File: src/rtl/core_pipe_pkg.sv
// Shared definitions for the RV32I pipeline stage registers.
// Latency: n/a (types and constants only).
// Backpressure: n/a.
package core_pipe_pkg;

  localparam int XLEN       = 32;
  localparam int ALU_CTRL_W = 4;

  localparam logic [4:0] REG_X0 = 5'd0;

  // Control bundle carried from decode into execute.
  typedef struct packed {
    logic                  reg_write;
    logic                  mem_read;
    logic                  mem_write;
    logic                  alu_src;
    logic                  branch;
    logic                  jump;
    logic [ALU_CTRL_W-1:0] alu_ctrl;
  } ex_ctrl_t;

  // A bubble carries no side effects.
  localparam ex_ctrl_t EX_CTRL_BUBBLE = '0;

endpackage

File: src/rtl/load_use_detect.sv
// Load-use hazard detect: a load in E whose rd is read by the instruction in D.
// Latency: purely combinational.
// Backpressure: none; the result feeds the stall request and bubble insert.
module load_use_detect
  import core_pipe_pkg::*;
(
  input  logic       valid_e,
  input  logic       mem_read_e,
  input  logic [4:0] rd_e,
  input  logic       valid_d,
  input  logic       use_rs1_d,
  input  logic       use_rs2_d,
  input  logic [4:0] rs1_d,
  input  logic [4:0] rs2_d,
  output logic       load_use
);

  logic load_in_e;
  logic rs1_hit;
  logic rs2_hit;

  // A load to x0 never produces a value worth waiting for.
  assign load_in_e = valid_e & mem_read_e & (rd_e != REG_X0);
  assign rs1_hit   = use_rs1_d & (rs1_d == rd_e);
  assign rs2_hit   = use_rs2_d & (rs2_d == rd_e);
  assign load_use  = load_in_e & valid_d & (rs1_hit | rs2_hit);

endmodule

File: src/rtl/id_ex_stage_reg.sv
// ID/EX pipeline register with built-in load-use interlock (optional counters: ID_EX_PERF_CNT_EN).
// Latency: 1 cycle D->E; stall_d is combinational from E state and D inputs.
// Backpressure: stall_e holds E, flush_e bubbles E, load-use bubbles E and asks D to freeze.
module id_ex_stage_reg
  import core_pipe_pkg::*;
#(
  parameter int XLEN       = core_pipe_pkg::XLEN,
  parameter int ALU_CTRL_W = core_pipe_pkg::ALU_CTRL_W
) (
  input  logic                  clk,
  input  logic                  rst_n,
  input  logic                  stall_e,
  input  logic                  flush_e,
  input  logic                  valid_d,
  input  logic [XLEN-1:0]       pc_d,
  input  logic [4:0]            rs1_d,
  input  logic [4:0]            rs2_d,
  input  logic [4:0]            rd_d,
  input  logic                  use_rs1_d,
  input  logic                  use_rs2_d,
  input  logic [XLEN-1:0]       rd1_d,
  input  logic [XLEN-1:0]       rd2_d,
  input  logic [XLEN-1:0]       imm_d,
  input  logic                  reg_write_d,
  input  logic                  mem_read_d,
  input  logic                  mem_write_d,
  input  logic                  alu_src_d,
  input  logic                  branch_d,
  input  logic                  jump_d,
  input  logic [ALU_CTRL_W-1:0] alu_ctrl_d,
  output logic                  stall_d,
  output logic                  valid_e,
  output logic [XLEN-1:0]       pc_e,
  output logic [4:0]            rs1_e,
  output logic [4:0]            rs2_e,
  output logic [4:0]            rd_e,
  output logic [XLEN-1:0]       rd1_e,
  output logic [XLEN-1:0]       rd2_e,
  output logic [XLEN-1:0]       imm_e,
  output logic                  reg_write_e,
  output logic                  mem_read_e,
  output logic                  mem_write_e,
  output logic                  alu_src_e,
  output logic                  branch_e,
  output logic                  jump_e,
  output logic [ALU_CTRL_W-1:0] alu_ctrl_e
`ifdef ID_EX_PERF_CNT_EN
  ,
  output logic [31:0]           bubble_cnt_o,
  output logic [31:0]           hold_cnt_o
`endif
);

  ex_ctrl_t ctrl_d;
  ex_ctrl_t ctrl_q;
  logic     load_use;

  // Control of an invalid decode slot is forced inert before capture.
  always_comb begin
    ctrl_d = EX_CTRL_BUBBLE;
    if (valid_d) begin
      ctrl_d.reg_write = reg_write_d;
      ctrl_d.mem_read  = mem_read_d;
      ctrl_d.mem_write = mem_write_d;
      ctrl_d.alu_src   = alu_src_d;
      ctrl_d.branch    = branch_d;
      ctrl_d.jump      = jump_d;
      ctrl_d.alu_ctrl  = alu_ctrl_d;
    end
  end

  load_use_detect u_load_use_detect (
    .valid_e    (valid_e),
    .mem_read_e (ctrl_q.mem_read),
    .rd_e       (rd_e),
    .valid_d    (valid_d),
    .use_rs1_d  (use_rs1_d),
    .use_rs2_d  (use_rs2_d),
    .rs1_d      (rs1_d),
    .rs2_d      (rs2_d),
    .load_use   (load_use)
  );

  // A flush kills whatever would stall D, so it also releases the freeze.
  assign stall_d = rst_n & ~flush_e & (load_use | stall_e);

  // E register bank: flush > hold > load-use bubble > capture D.
  always_ff @(posedge clk or negedge rst_n) begin
    if (!rst_n) begin
      valid_e <= 1'b0;
      pc_e    <= '0;
      rs1_e   <= REG_X0;
      rs2_e   <= REG_X0;
      rd_e    <= REG_X0;
      rd1_e   <= '0;
      rd2_e   <= '0;
      imm_e   <= '0;
      ctrl_q  <= EX_CTRL_BUBBLE;
    end else if (flush_e || (!stall_e && load_use)) begin
      valid_e <= 1'b0;
      pc_e    <= '0;
      rs1_e   <= REG_X0;
      rs2_e   <= REG_X0;
      rd_e    <= REG_X0;
      rd1_e   <= '0;
      rd2_e   <= '0;
      imm_e   <= '0;
      ctrl_q  <= EX_CTRL_BUBBLE;
    end else if (!stall_e) begin
      valid_e <= valid_d;
      pc_e    <= pc_d;
      rs1_e   <= rs1_d;
      rs2_e   <= rs2_d;
      rd_e    <= rd_d;
      rd1_e   <= rd1_d;
      rd2_e   <= rd2_d;
      imm_e   <= imm_d;
      ctrl_q  <= ctrl_d;
    end
  end

  assign reg_write_e = ctrl_q.reg_write;
  assign mem_read_e  = ctrl_q.mem_read;
  assign mem_write_e = ctrl_q.mem_write;
  assign alu_src_e   = ctrl_q.alu_src;
  assign branch_e    = ctrl_q.branch;
  assign jump_e      = ctrl_q.jump;
  assign alu_ctrl_e  = ctrl_q.alu_ctrl;

`ifdef ID_EX_PERF_CNT_EN
  // Count inserted load-use bubbles and held cycles; both wrap freely.
  always_ff @(posedge clk or negedge rst_n) begin
    if (!rst_n) begin
      bubble_cnt_o <= '0;
      hold_cnt_o   <= '0;
    end else begin
      if (!flush_e && !stall_e && load_use) bubble_cnt_o <= bubble_cnt_o + 32'd1;
      if (!flush_e && stall_e)              hold_cnt_o   <= hold_cnt_o + 32'd1;
    end
  end
`endif

endmodule

File: config.mk
export PLATFORM = sky130hd
export DESIGN_NAME = id_ex_stage_reg
export DESIGN_NICKNAME = d
export VERILOG_FILES = /design/src/rtl/core_pipe_pkg.sv /design/src/rtl/load_use_detect.sv /design/src/rtl/id_ex_stage_reg.sv
export SDC_FILE = /design/constraint.sdc
export NUM_CORES = 1
export LEC_CHECK = 0
export CAP_MARGIN = 30
export CORE_ASPECT_RATIO = 0.8
export CORE_MARGIN = 5
export CORE_UTILIZATION = 43
export DETAILED_ROUTE_END_ITERATION = 7
export HOLD_SLACK_MARGIN = 0.1
export PLACE_DENSITY = 0.89
export SYNTH_ARGS = -nofsm -noshare
export SYNTH_HDL_FRONTEND = slang
export SYNTH_SLANG_ARGS = --single-unit
File: constraint.sdc
create_clock -name clk -period 2.5 [get_ports clk]
set_input_delay 0.5 -clock clk [delete_from_list [all_inputs] [get_ports clk]]
set_output_delay 0.5 -clock clk [all_outputs]
set_load 0.01 [all_outputs]
==> key figures, run 1 <==
Clocking
  – Clock root buffer: sky130_fd_sc_hd__clkbuf_16
  – Worst-skew pair later-pin latency: 0.42 ns
  – Deepest level of the CTS H-tree: 4
  – Deepest clock path buffer count: 2
  – CTS Buf Count: 17
  – Clock transition at the registers of the reported paths: 0.06 ns
  – Clock tree from TritonCTS: done
  – Number of clock sinks: 154

Worst hold path
  – Hold WC Path Type: in2async

STA
  – Measured slew at the worst slew-check pin: 0.6431 ns
  – Post-route clock period utilization: 0.9808
  – Clk_skew: 0.01191 ns
  – Final hold viol count: 0
  – Worst setup margin: 0.04796 ns
  – Final setup violation count: 0
  – Max frequency: 0.4078 GHz
  – Sum of negative setup slack: 0 ns
  – Final critical path time including I/O delays and setup: 2.452 ns
  – Fin Hold WS: 0.1594 ns
  – Slew headroom: 0.5713
  – Number of pins with negative max-slew slack in the final report: 0

Placement
  – Post-placement worst setup slack: -0.4765 ns
  – Total half-perimeter wirelength after legalization and detailed placement: 16570 um
  – Placed Instance Area: 10670 um^2
  – Input/output buffers: 314
  – Final RePlAce weighted congestion: 0.8388

Synthesis
  – Mean instance size in the synthesized netlist: 10.00 um^2
  – Post-Synthesis Net Count: 890
  – Top post-synthesis cells by area: sky130_fd_sc_hd__dfrtp_1 (53%), sky130_fd_sc_hd__a32oi_1 (15%), sky130_fd_sc_hd__o21ai_0 (8.4%)
  – Mapped Cells: 730
  – Count of distinct cell types in the synthesized netlist: 27
  – Total of warnings raised by yosys: 0
  – Top-area cell type share of the netlist area: 0.5277
  – Synthesis-stage register bit count: 154
  – Cell type with the highest aggregate area in the netlist: sky130_fd_sc_hd__dfrtp_1
  – Fraction of the yosys area taken by sequential cells: 0.5277
  – Cell area after technology mapping: 7303 um^2

Cells and area
  – Layout cell share with drive strength beyond 1: 0.06588
  – Footprint of the multi-input gates: 3082 um^2
  – Footprint of the flip-flops and latches: 3856 um^2
  – Antenna Cells: 0
  – Area of all placed cells without fillers: 11340 um^2
  – Fill cell count: 1206
  – Area grow syn2layout: 55.30%
  – # nets final: 1164

Detailed routing
  – Overall via count from detail_route: 7290
  – DR WL/cell: 19.95 um
  – Number of nets still failing antenna checks after routing: 0
  – Iteration-0 DRC Markers: 618
  – Ratio of routed vias to standard cells: 5.893
  – Detailed Routing Iterations Pass 1: 5
  – Routed wire length: 24670 um
  – DRC viols: 0

Power and ir drop
  – VDD IR-drop max: 0.4164 mV
  – Fraction of power spent switching nets: 0.2643
  – Sw Pwr: 0.001907 W
  – Gate power share: 0.214
  – Internal: 0.005308 W
  – Clock share of power: 0.386
  – Part of the power in registers: 0.400
  – Total chip power: 0.007215 W
  – Leakage: 4.524 nW
  – Power per unit of standard cell area: 636.1 nW/um^2

Worst setup path
  – Kind of end point of the critical path: output pin
  – CP max FO: 2
  – Cell-by-cell trace of the critical path: clkdlybuf4s50_1 -> xnor2_1 -> nand4_1 -> o22a_1 -> o41ai_2 -> buf_2
  – Critical Path Slowest Stage Cell: sky130_fd_sc_hd__clkdlybuf4s50_1
  – Startpoint type of the worst setup path: input port
  – Endpoint arrival time on the critical path: 1.95 ns
  – Gate family responsible for the most delay along the worst path: buffers and inverters
  – Critical Path RT: 2.00 ns
  – Register-to-register setup slack: 0.11 ns
  – Critical Path Max Stage Delay: 0.49 ns
  – Combined buffer and inverter count along the critical path: 2
  – Critical path class: in2out

Global routing
  – Largest net degree at the start of global routing: 113
  – Via count of the first global-routing pass: 7292
  – Initial antenna violation count: 0
  – Grt ovf: 0
  – Wire length of the first global-routing pass: 38760 um
  – GRT Overall Usage: 0.2435

Status
  – Status: finished clean

Floorplanning
  – Area of the die: 19710 um^2
  – Placement row count: 42
  – Top-Level Pins: 315
  – Core region area: 16610 um^2
  – Effective utilization at floorplan: 0.4398
  – Die Ht: 126.6 um
  – Horizontal die dimension: 155.7 um

Job
  – Number of violations of the max-capacitance limit: 0
power by group through the flow:
stage	registers, W	clock network (W)	logic (W)
after floorplan	0.00302	0	0.000424
after global placement	0.00291	0	0.00151
after detailed placement	0.00292	0	0.00154
after CTS	0.00288	0.00284	0.00155
after global routing	0.00292	0.00295	0.00166
final	0.00288	0.00278	0.00155
synthesized netlist by cell type:
cell type and instances:
sky130_fd_sc_hd__o221ai_1 5, sky130_fd_sc_hd__o41ai_1 1, sky130_fd_sc_hd__o22ai_2 1, sky130_fd_sc_hd__nor3b_1 20, sky130_fd_sc_hd__a32oi_1 129, sky130_fd_sc_hd__or4_1 1, sky130_fd_sc_hd__nand4_1 2, sky130_fd_sc_hd__o2111ai_2 1
sky130_fd_sc_hd__clkbuf_1 62, sky130_fd_sc_hd__o21ai_1 7, sky130_fd_sc_hd__nand2b_1 1, sky130_fd_sc_hd__buf_1 2, sky130_fd_sc_hd__nor2b_1 1, sky130_fd_sc_hd__dfrtp_1 154, sky130_fd_sc_hd__xnor2_1 10, sky130_fd_sc_hd__nand3b_1 1
sky130_fd_sc_hd__nor2_1 1, sky130_fd_sc_hd__a22o_1 20, sky130_fd_sc_hd__nand2_1 141, sky130_fd_sc_hd__o22a_1 1, sky130_fd_sc_hd__o21ai_0 122, sky130_fd_sc_hd__buf_4 5, sky130_fd_sc_hd__buf_2 6, sky130_fd_sc_hd__nand3_1 5
sky130_fd_sc_hd__buf_6 10, sky130_fd_sc_hd__inv_1 1, sky130_fd_sc_hd__a21o_1 20
cell type report:
cell class / instances / share of cell area
clock buffers: 20 / 0.03938
clock inverters: 12 / 0.01655
inverters: 1 / 0.0003309
multi-input cells: 490 / 0.2717
flip-flops and latches: 154 / 0.3400
well taps: 220 / 0.02427
repair buffers: 340 / 0.3078
flip-flops by register name (all words and copies together) (netlist names):
register,count
imm_e,32
rd_e,5
branch_e,1
valid_e,1
rd1_e,32
mem_read_e,1
rs1_e,5
alu_ctrl_e,4
jump_e,1
reg_write_e,1
rs2_e,5
alu_src_e,1
pc_e,32
mem_write_e,1
rd2_e,32
cell families (layout without fill, tap and decap cells):
kind of cell              after synthesis  count (layout)  synth area share
AOI/OAI and AO/OA                     307             307            0.2998
buffers and inverters                  86             373           0.05808
xor gates and xnor gates               10              10           0.01199
DFF                                   154             154            0.5277
and+or+nand+nor                       173             173            0.1025
path summary, 6_finish.rpt:
| kind | startpoint | endpoint | cells past startpoint |
|---|---|---|---|
| max | rs2_d[4] | stall_d | 6 |
| min | rst_n | pc_e[22] | 2 |
| max reg2reg | rd_e[4] | rd2_e[29] | 6 |
| min reg2reg | pc_e[19] | pc_e[19] | 2 |
| max in group asynchronous | rst_n | rd2_e[24] | 2 |
| min in group clk | pc_e[19] | pc_e[19] | 2 |
cell usage in the layout, fill, tap and decap left out, types with 3 or more instances in the layout:
cell type,count
sky130_fd_sc_hd__nand3_1,5
sky130_fd_sc_hd__nand2_1,141
sky130_fd_sc_hd__clkdlybuf4s50_1,308
sky130_fd_sc_hd__dlymetal6s2s_1,3
sky130_fd_sc_hd__clkbuf_16,17
sky130_fd_sc_hd__o21ai_1,7
sky130_fd_sc_hd__o221ai_1,5
sky130_fd_sc_hd__xnor2_1,8
sky130_fd_sc_hd__buf_4,14
sky130_fd_sc_hd__o21ai_0,122
sky130_fd_sc_hd__nor3b_1,20
sky130_fd_sc_hd__inv_6,4
sky130_fd_sc_hd__a32oi_1,129
sky130_fd_sc_hd__dfrtp_1,152
sky130_fd_sc_hd__buf_12,12
sky130_fd_sc_hd__a22o_1,20
sky130_fd_sc_hd__bufinv_16,4
sky130_fd_sc_hd__a21o_1,20
metal layers:
metal  track usage  wire length (um)
met1        0.3104              9816
met2        0.3786             11700
met3       0.09602              2474
met5             0                 0
met4       0.08646               677
through the flow:
| stage | instances | util |
|---|---|---|
| 4_1_cts | 1236 | 0.6811 |
| 6_report | 1237 | 0.6830 |
| 2_1_floorplan | 730 | - |
| 3_3_place_gp | 1204 | 0.6428 |
| 3_5_place_dp | 1204 | 0.6428 |
| 5_1_grt | 1237 | 0.6830 |
repair_timing:
action                     4_1_cts  5_1_grt
hold buffers                     0        0
pin swaps                        3        5
setup endpoints to repair        1        2
resized for setup                7        7
buffers inserted                 0        1
worst register-to-register path: cells and delay by family (launching register included):
family                 cells  cell delay, ns
AO/OA/AOI/OAI              3            0.60
buffers and inverters      2            0.65
AND/OR/NAND/NOR            1            0.58
flip-flops                 1            0.47
Note: power is estimated with default switching activity, not from simulation.
==> run 2, diff against run 1 <==
--- a/config.mk
+++ b/config.mk
@@ -6,12 +6,14 @@
 export NUM_CORES = 1
 export LEC_CHECK = 0
 export CAP_MARGIN = 30
+export CELL_PAD_IN_SITES_DETAIL_PLACEMENT = 1
+export CELL_PAD_IN_SITES_GLOBAL_PLACEMENT = 1
 export CORE_ASPECT_RATIO = 0.8
 export CORE_MARGIN = 5
-export CORE_UTILIZATION = 43
+export CORE_UTILIZATION = 31
 export DETAILED_ROUTE_END_ITERATION = 7
 export HOLD_SLACK_MARGIN = 0.1
-export PLACE_DENSITY = 0.89
+export PLACE_DENSITY = 0.88
 export SYNTH_ARGS = -nofsm -noshare
 export SYNTH_HDL_FRONTEND = slang
 export SYNTH_SLANG_ARGS = --single-unit
==> run 2 against run 1 <==
The run now ends with negative setup slack left. Critical path depth decreased by 1. Clock-buffer cell count shrank 1. Worst hold slack better by 0.12 ns. Power fell by 0.94%. First-iteration DRC count down 28%. Die area rose by 36%. Register-to-register slack got worse by 0.09 ns. Wire length increased by 24%. Combinational power rose by 8%. Maximum frequency down 3.2%. Largest power group unchanged.
==> key figures, run 2 (synthesized netlist as in run 1, its figures left out) <==
STA
  – Worst setup margin: -0.03213 ns
  – Max frequency: 0.3949 GHz
  – RSZ-0062 raised after global routing: true
  – Post-route clock period utilization: 1.013
  – Fin Hold WS: 0.2831 ns
  – Slew headroom: 0.4136
  – Number of pins with negative max-slew slack in the final report: 0
  – Measured slew at the worst slew-check pin: 0.8796 ns
  – Final setup violation count: 1
  – Clk_skew: 0.01898 ns
  – Final critical path time including I/O delays and setup: 2.532 ns
  – Final hold viol count: 0

Power and ir drop
  – Leakage: 4.716 nW
  – Internal: 0.005032 W
  – Total chip power: 0.007147 W
  – Part of the power in registers: 0.404
  – Gate power share: 0.235
  – VDD IR-drop max: 0.2720 mV
  – Fraction of power spent switching nets: 0.2959
  – Clock share of power: 0.360
  – Power per unit of standard cell area: 604.0 nW/um^2
  – Sw Pwr: 0.002115 W

Clocking
  – Clock root buffer: sky130_fd_sc_hd__clkbuf_16
  – Deepest level of the CTS H-tree: 4
  – Clock transition at the registers of the reported paths: 0.07 ns
  – Deepest clock path buffer count: 2
  – CTS Buf Count: 17
  – Clock tree from TritonCTS: done
  – Number of clock sinks: 154
  – Worst-skew pair later-pin latency: 0.42 ns
  – Count of hold buffers inserted by post-cts repair: 0

Global routing
  – Via count of the first global-routing pass: 7838
  – Largest net degree at the start of global routing: 155
  – Initial antenna violation count: 1
  – Wire length of the first global-routing pass: 44660 um
  – Grt ovf: 0
  – GRT Overall Usage: 0.2054

Cells and area
  – Commonest non-fill, non-tap cell in the layout: sky130_fd_sc_hd__clkdlybuf4s50_1
  – Area grow syn2layout: 62.00%
  – # nets final: 1193
  – Commonest cells after routing, fill and taps aside: sky130_fd_sc_hd__clkdlybuf4s50_1 (302), sky130_fd_sc_hd__dfrtp_1 (149), sky130_fd_sc_hd__nand2_1 (141)
  – Layout cell share with drive strength beyond 1: 0.1023
  – Fill cell count: 2552

Worst setup path
  – Length in cells of the worst reg-to-reg path: 13
  – Worst setup path end: stall_d
  – Kind of end point of the critical path: output pin
  – Startpoint type of the worst setup path: flip-flop
  – Worst flop-to-flop path endpoint: imm_e[24]
  – Critical Path RT: 2.00 ns
  – Critical path class: reg2out
  – Critical Path Max Stage Delay: 0.47 ns
  – CP max FO: 5
  – Critical Path Slowest Stage Cell: sky130_fd_sc_hd__dfrtp_2
  – RR Startpoint: rd_e[4]
  – Critical Path Source: rd_e[4]
  – Endpoint arrival time on the critical path: 2.03 ns
  – Register-to-register setup slack: 0.02 ns
  – Cell-by-cell trace of the critical path: xnor2_2 -> nand4_1 -> o22a_1 -> o41ai_4 -> buf_2

Floorplanning
  – Die Ht: 147.3 um
  – Placement row count: 50
  – Core region area: 23270 um^2
  – Top-Level Pins: 315
  – Area of the die: 26750 um^2
  – Horizontal die dimension: 181.6 um
  – Effective utilization at floorplan: 0.3138

Detailed routing
  – DRC viols: 0
  – Iteration-0 DRC Markers: 444
  – Ratio of routed vias to standard cells: 5.556
  – Routed wire length: 30590 um
  – DR WL/cell: 22.51 um
  – Overall via count from detail_route: 7550
  – Detailed Routing Iterations Pass 1: 4
  – Number of nets still failing antenna checks after routing: 0

Worst hold path
  – Hold WC Path Type: in2async

Job
  – Number of violations of the max-capacitance limit: 0

Placement
  – Total half-perimeter wirelength after legalization and detailed placement: 18810 um
  – Input/output buffers: 314
  – Final RePlAce weighted congestion: 0.7638

Status
  – Status: finished, violations left
  – Failing checks: negative setup slack
run 2: worst min path at each step:
stage               from            end  slack (ns)  depth (start not counted)
6_report           rst_n        rd_e[1]        0.28                          2
5_1_grt            rst_n        rd_e[1]        0.34                          2
4_1_cts            rst_n       pc_e[15]        0.33                          2
3_5_place_dp   rd2_e[11]      rd2_e[11]        0.48                          2
3_3_place_gp   imm_e[20]      imm_e[20]        0.47                          2
2_1_floorplan      rst_n  alu_ctrl_e[0]        0.20                          0
run 2: final cells by class:
class	count	area, um^2	share of cell area
tap	312	390.4	0.03300
inverter	1	3.754	0.0003173
clock buffer	19	452.9	0.03828
clock inverter	13	127.6	0.01079
sequential	154	3860	0.3262
timing repair buffer	369	3854	0.3257
antenna	1	2.502	0.0002115
multi-input combinational	490	3141	0.2654
run 2: timing repair:
item | in CTS | in global routing
gates cloned | 0 | 11
endpoints found under the setup margin | 1 | 153
pin swaps | 5 | 15
gates resized for setup | 19 | 19
buffers inserted | 9 | 6
run 2: layer usage:
layer | global-route usage | part of all wire | vias to the layer above
met2 | 0.3369 | 0.49 | 296
met3 | 0.07401 | 0.083 | 34
met5 | 0 | 0 | -
met1 | 0.2594 | 0.40 | 3831
met4 | 0.05101 | 0.018 | 0
li1 | - | - | 3389
run 2: through the flow:
stage | TNS (ns) | utilization | setup slack (ns) | area, um^2 | instances
global placement | -0.6087 | 0.4641 | -0.6087 | 10800 | 1301
finish | -0.03213 | 0.5084 | -0.03213 | 11830 | 1359
detailed placement | -0.6523 | 0.4641 | -0.6523 | 10800 | 1301
floorplan | 0 | - | 0.3731 | 7303 | 730
CTS | -0.06142 | 0.4921 | -0.06142 | 11450 | 1342
global route | -4.527 | 0.5084 | -0.1562 | 11830 | 1359
run 2: worst max-delay path, delay by kind of cell, from the launching register on:
| family | cells | cell delay [ns] |
|---|---|---|
| buf+inv | 1 | 0.21 |
| flops | 1 | 0.47 |
| xor+xnor | 1 | 0.20 |
| simple gates | 1 | 0.17 |
| compound gates | 2 | 0.58 |
run 2: power groups by stage:
stage | logic, W | registers [W] | clock network (W)
6_report | 0.00168 | 0.00289 | 0.00257
5_1_grt | 0.00180 | 0.00292 | 0.00277
4_1_cts | 0.00160 | 0.00289 | 0.00265
3_5_place_dp | 0.00158 | 0.00292 | 0
3_3_place_gp | 0.00153 | 0.00292 | 0
2_1_floorplan | 0.000424 | 0.00302 | 0
==> run 3, diff against run 2 <==
--- a/config.mk
+++ b/config.mk
@@ -5,11 +5,9 @@
 export SDC_FILE = /design/constraint.sdc
 export NUM_CORES = 1
 export LEC_CHECK = 0
-export CAP_MARGIN = 30
 export CELL_PAD_IN_SITES_DETAIL_PLACEMENT = 1
 export CELL_PAD_IN_SITES_GLOBAL_PLACEMENT = 1
 export CORE_ASPECT_RATIO = 0.8
-export CORE_MARGIN = 5
 export CORE_UTILIZATION = 31
 export DETAILED_ROUTE_END_ITERATION = 7
 export HOLD_SLACK_MARGIN = 0.1
==> run 3 against run 2 <==
The flow now finishes without violations. Non-clock buffer count fell by 14. Wire length is 9.0% lower. Register-to-register slack improved by 0.13 ns. Power fell by 2.1%. Design area decreased by 2.3%. Worst hold slack worse by 0.14 ns. Worst setup slack gained 0.042 ns. Largest cell class unchanged.
==> key figures, run 3 (synthesized netlist as in run 1, its figures left out) <==
Floorplanning
  – Area of the die: 24180 um^2
  – Top-Level Pins: 315
  – Placement row count: 49
  – Effective utilization at floorplan: 0.3202
  – Die Ht: 139.3 um
  – Core region area: 22810 um^2
  – Horizontal die dimension: 173.6 um

Worst setup path
  – Startpoint type of the worst setup path: flip-flop
  – CP max FO: 4
  – Gate family responsible for the most delay along the worst path: compound AO/OA/AOI/OAI gates
  – Endpoint arrival time on the critical path: 1.99 ns
  – Combined buffer and inverter count along the critical path: 2
  – Critical Path Slowest Stage Cell: sky130_fd_sc_hd__dfrtp_2
  – Critical Path Max Stage Delay: 0.45 ns
  – Critical path class: reg2out
  – Cell-by-cell trace of the critical path: buf_6 -> xnor2_2 -> nand4_1 -> o22a_1 -> o41ai_2 -> buf_2
  – Kind of end point of the critical path: output pin
  – Critical Path RT: 2.00 ns

STA
  – Slew headroom: 0.4967
  – Max frequency: 0.4016 GHz
  – Final critical path time including I/O delays and setup: 2.490 ns
  – Number of pins with negative max-slew slack in the final report: 0
  – Final hold viol count: 0
  – Final setup violation count: 0
  – Post-route clock period utilization: 0.9960
  – Clk_skew: 0.02141 ns
  – RSZ-0062 raised after global routing: true
  – Measured slew at the worst slew-check pin: 0.7550 ns

Global routing
  – Largest net degree at the start of global routing: 125
  – GRT Overall Usage: 0.2299
  – Initial antenna violation count: 0
  – Via count of the first global-routing pass: 7796
  – Wire length of the first global-routing pass: 44150 um
  – Grt ovf: 0

Detailed routing
  – DRC viols: 0
  – DR WL/cell: 20.83 um
  – Routed wire length: 27850 um
  – Ratio of routed vias to standard cells: 5.553
  – Detailed Routing Iterations Pass 1: 5
  – Iteration-0 DRC Markers: 453
  – Number of nets still failing antenna checks after routing: 0
  – Overall via count from detail_route: 7425

Cells and area
  – Area of all placed cells without fillers: 11560 um^2
  – Area grow syn2layout: 58.33%
  – # nets final: 1179
  – Layout cell share with drive strength beyond 1: 0.08050
  – Commonest non-fill, non-tap cell in the layout: sky130_fd_sc_hd__clkdlybuf4s50_1
  – Commonest cells after routing, fill and taps aside: sky130_fd_sc_hd__clkdlybuf4s50_1 (304), sky130_fd_sc_hd__dfrtp_1 (151), sky130_fd_sc_hd__nand2_1 (141)
  – Antenna Cells: 0

Job
  – Number of violations of the max-capacitance limit: 0

Power and ir drop
  – Power per unit of standard cell area: 605.2 nW/um^2
  – Leakage: 4.587 nW
  – Total chip power: 0.006999 W
  – VDD IR-drop max: 0.3903 mV

Clocking
  – Clock root buffer: sky130_fd_sc_hd__clkbuf_16
  – Clock transition at the registers of the reported paths: 0.07 ns
  – Worst-skew pair later-pin latency: 0.42 ns
  – Deepest clock path buffer count: 2
  – Number of clock sinks: 154
  – CTS Buf Count: 17
  – Deepest level of the CTS H-tree: 4
  – Clock tree from TritonCTS: done

Worst hold path
  – Hold WC Path Type: in2async

Placement
  – Placed Instance Area: 10920 um^2
  – Total half-perimeter wirelength after legalization and detailed placement: 18400 um
  – Final RePlAce weighted congestion: 0.8081
  – Input/output buffers: 314

Status
  – Status: finished clean
-- run 3: path summary, 6_finish.rpt --
kind,from,to,slack [ns],cells after the start
min in group clk,rd1_e[11],rd1_e[11],0.49,2
worst min register to register,rd1_e[11],rd1_e[11],0.49,2
worst max register to register,rd_e[4],rd1_e[3],0.15,6
worst min-delay path,rst_n,alu_src_e,0.15,2
worst max-delay path,rd_e[4],stall_d,0.01,6
max in group asynchronous,rst_n,rd1_e[17],1.71,2
-- run 3: power breakdown --
| group | internal, W | total, W | leakage (nW) | switching [W] |
|---|---|---|---|---|
| clock network | 0.00138 | 0.00250 | 0.257 | 0.00112 |
| registers | 0.00273 | 0.00289 | 1.96 | 0.000156 |
| logic | 0.000889 | 0.00161 | 2.37 | 0.000719 |
-- run 3: what timing repair did --
item                                    in CTS  in global routing
gates resized for setup                     22                  6
endpoints found under the setup margin     109                 61
hold endpoints to repair                     0                  0
hold buffers                                 0                  0
pin swaps                                    9                  3
setup buffers                                2                  0
gates cloned                                 1                  0
-- run 3: layout make-up --
class | count | area, um^2
Timing Repair Buffer | 355 | 3680
Sequential cell | 154 | 3857
Multi-Input combinational cell | 490 | 3089
Fill cell | 2499 | 11240
Clock inverter | 12 | 117.6
Clock buffer | 19 | 432.9
Tap cell | 306 | 382.9
Inverter | 1 | 3.754
-- run 3: per-layer routing --
layer,global-route usage,up-vias,share of wire
met1,0.2862,3749,0.42
met3,0.06503,35,0.067
met5,0,-,0
li1,-,3361,-
met4,0.06833,0,0.020
met2,0.3874,280,0.49
-- run 3: per-stage QoR --
step,std cells,setup TNS (ns),setup slack [ns],hold slack [ns],util
2_1_floorplan,730,0,0.3731,0.2044,-
3_3_place_gp,1303,-7.286,-0.5331,0.4730,0.4787
3_5_place_dp,1303,-12.49,-0.5684,0.4793,0.4787
4_1_cts,1337,-0.03289,-0.03289,0.1459,0.5066
5_1_grt,1337,-0.09457,-0.09457,0.1653,0.5070
6_report,1337,0,0.01001,0.1465,0.5070
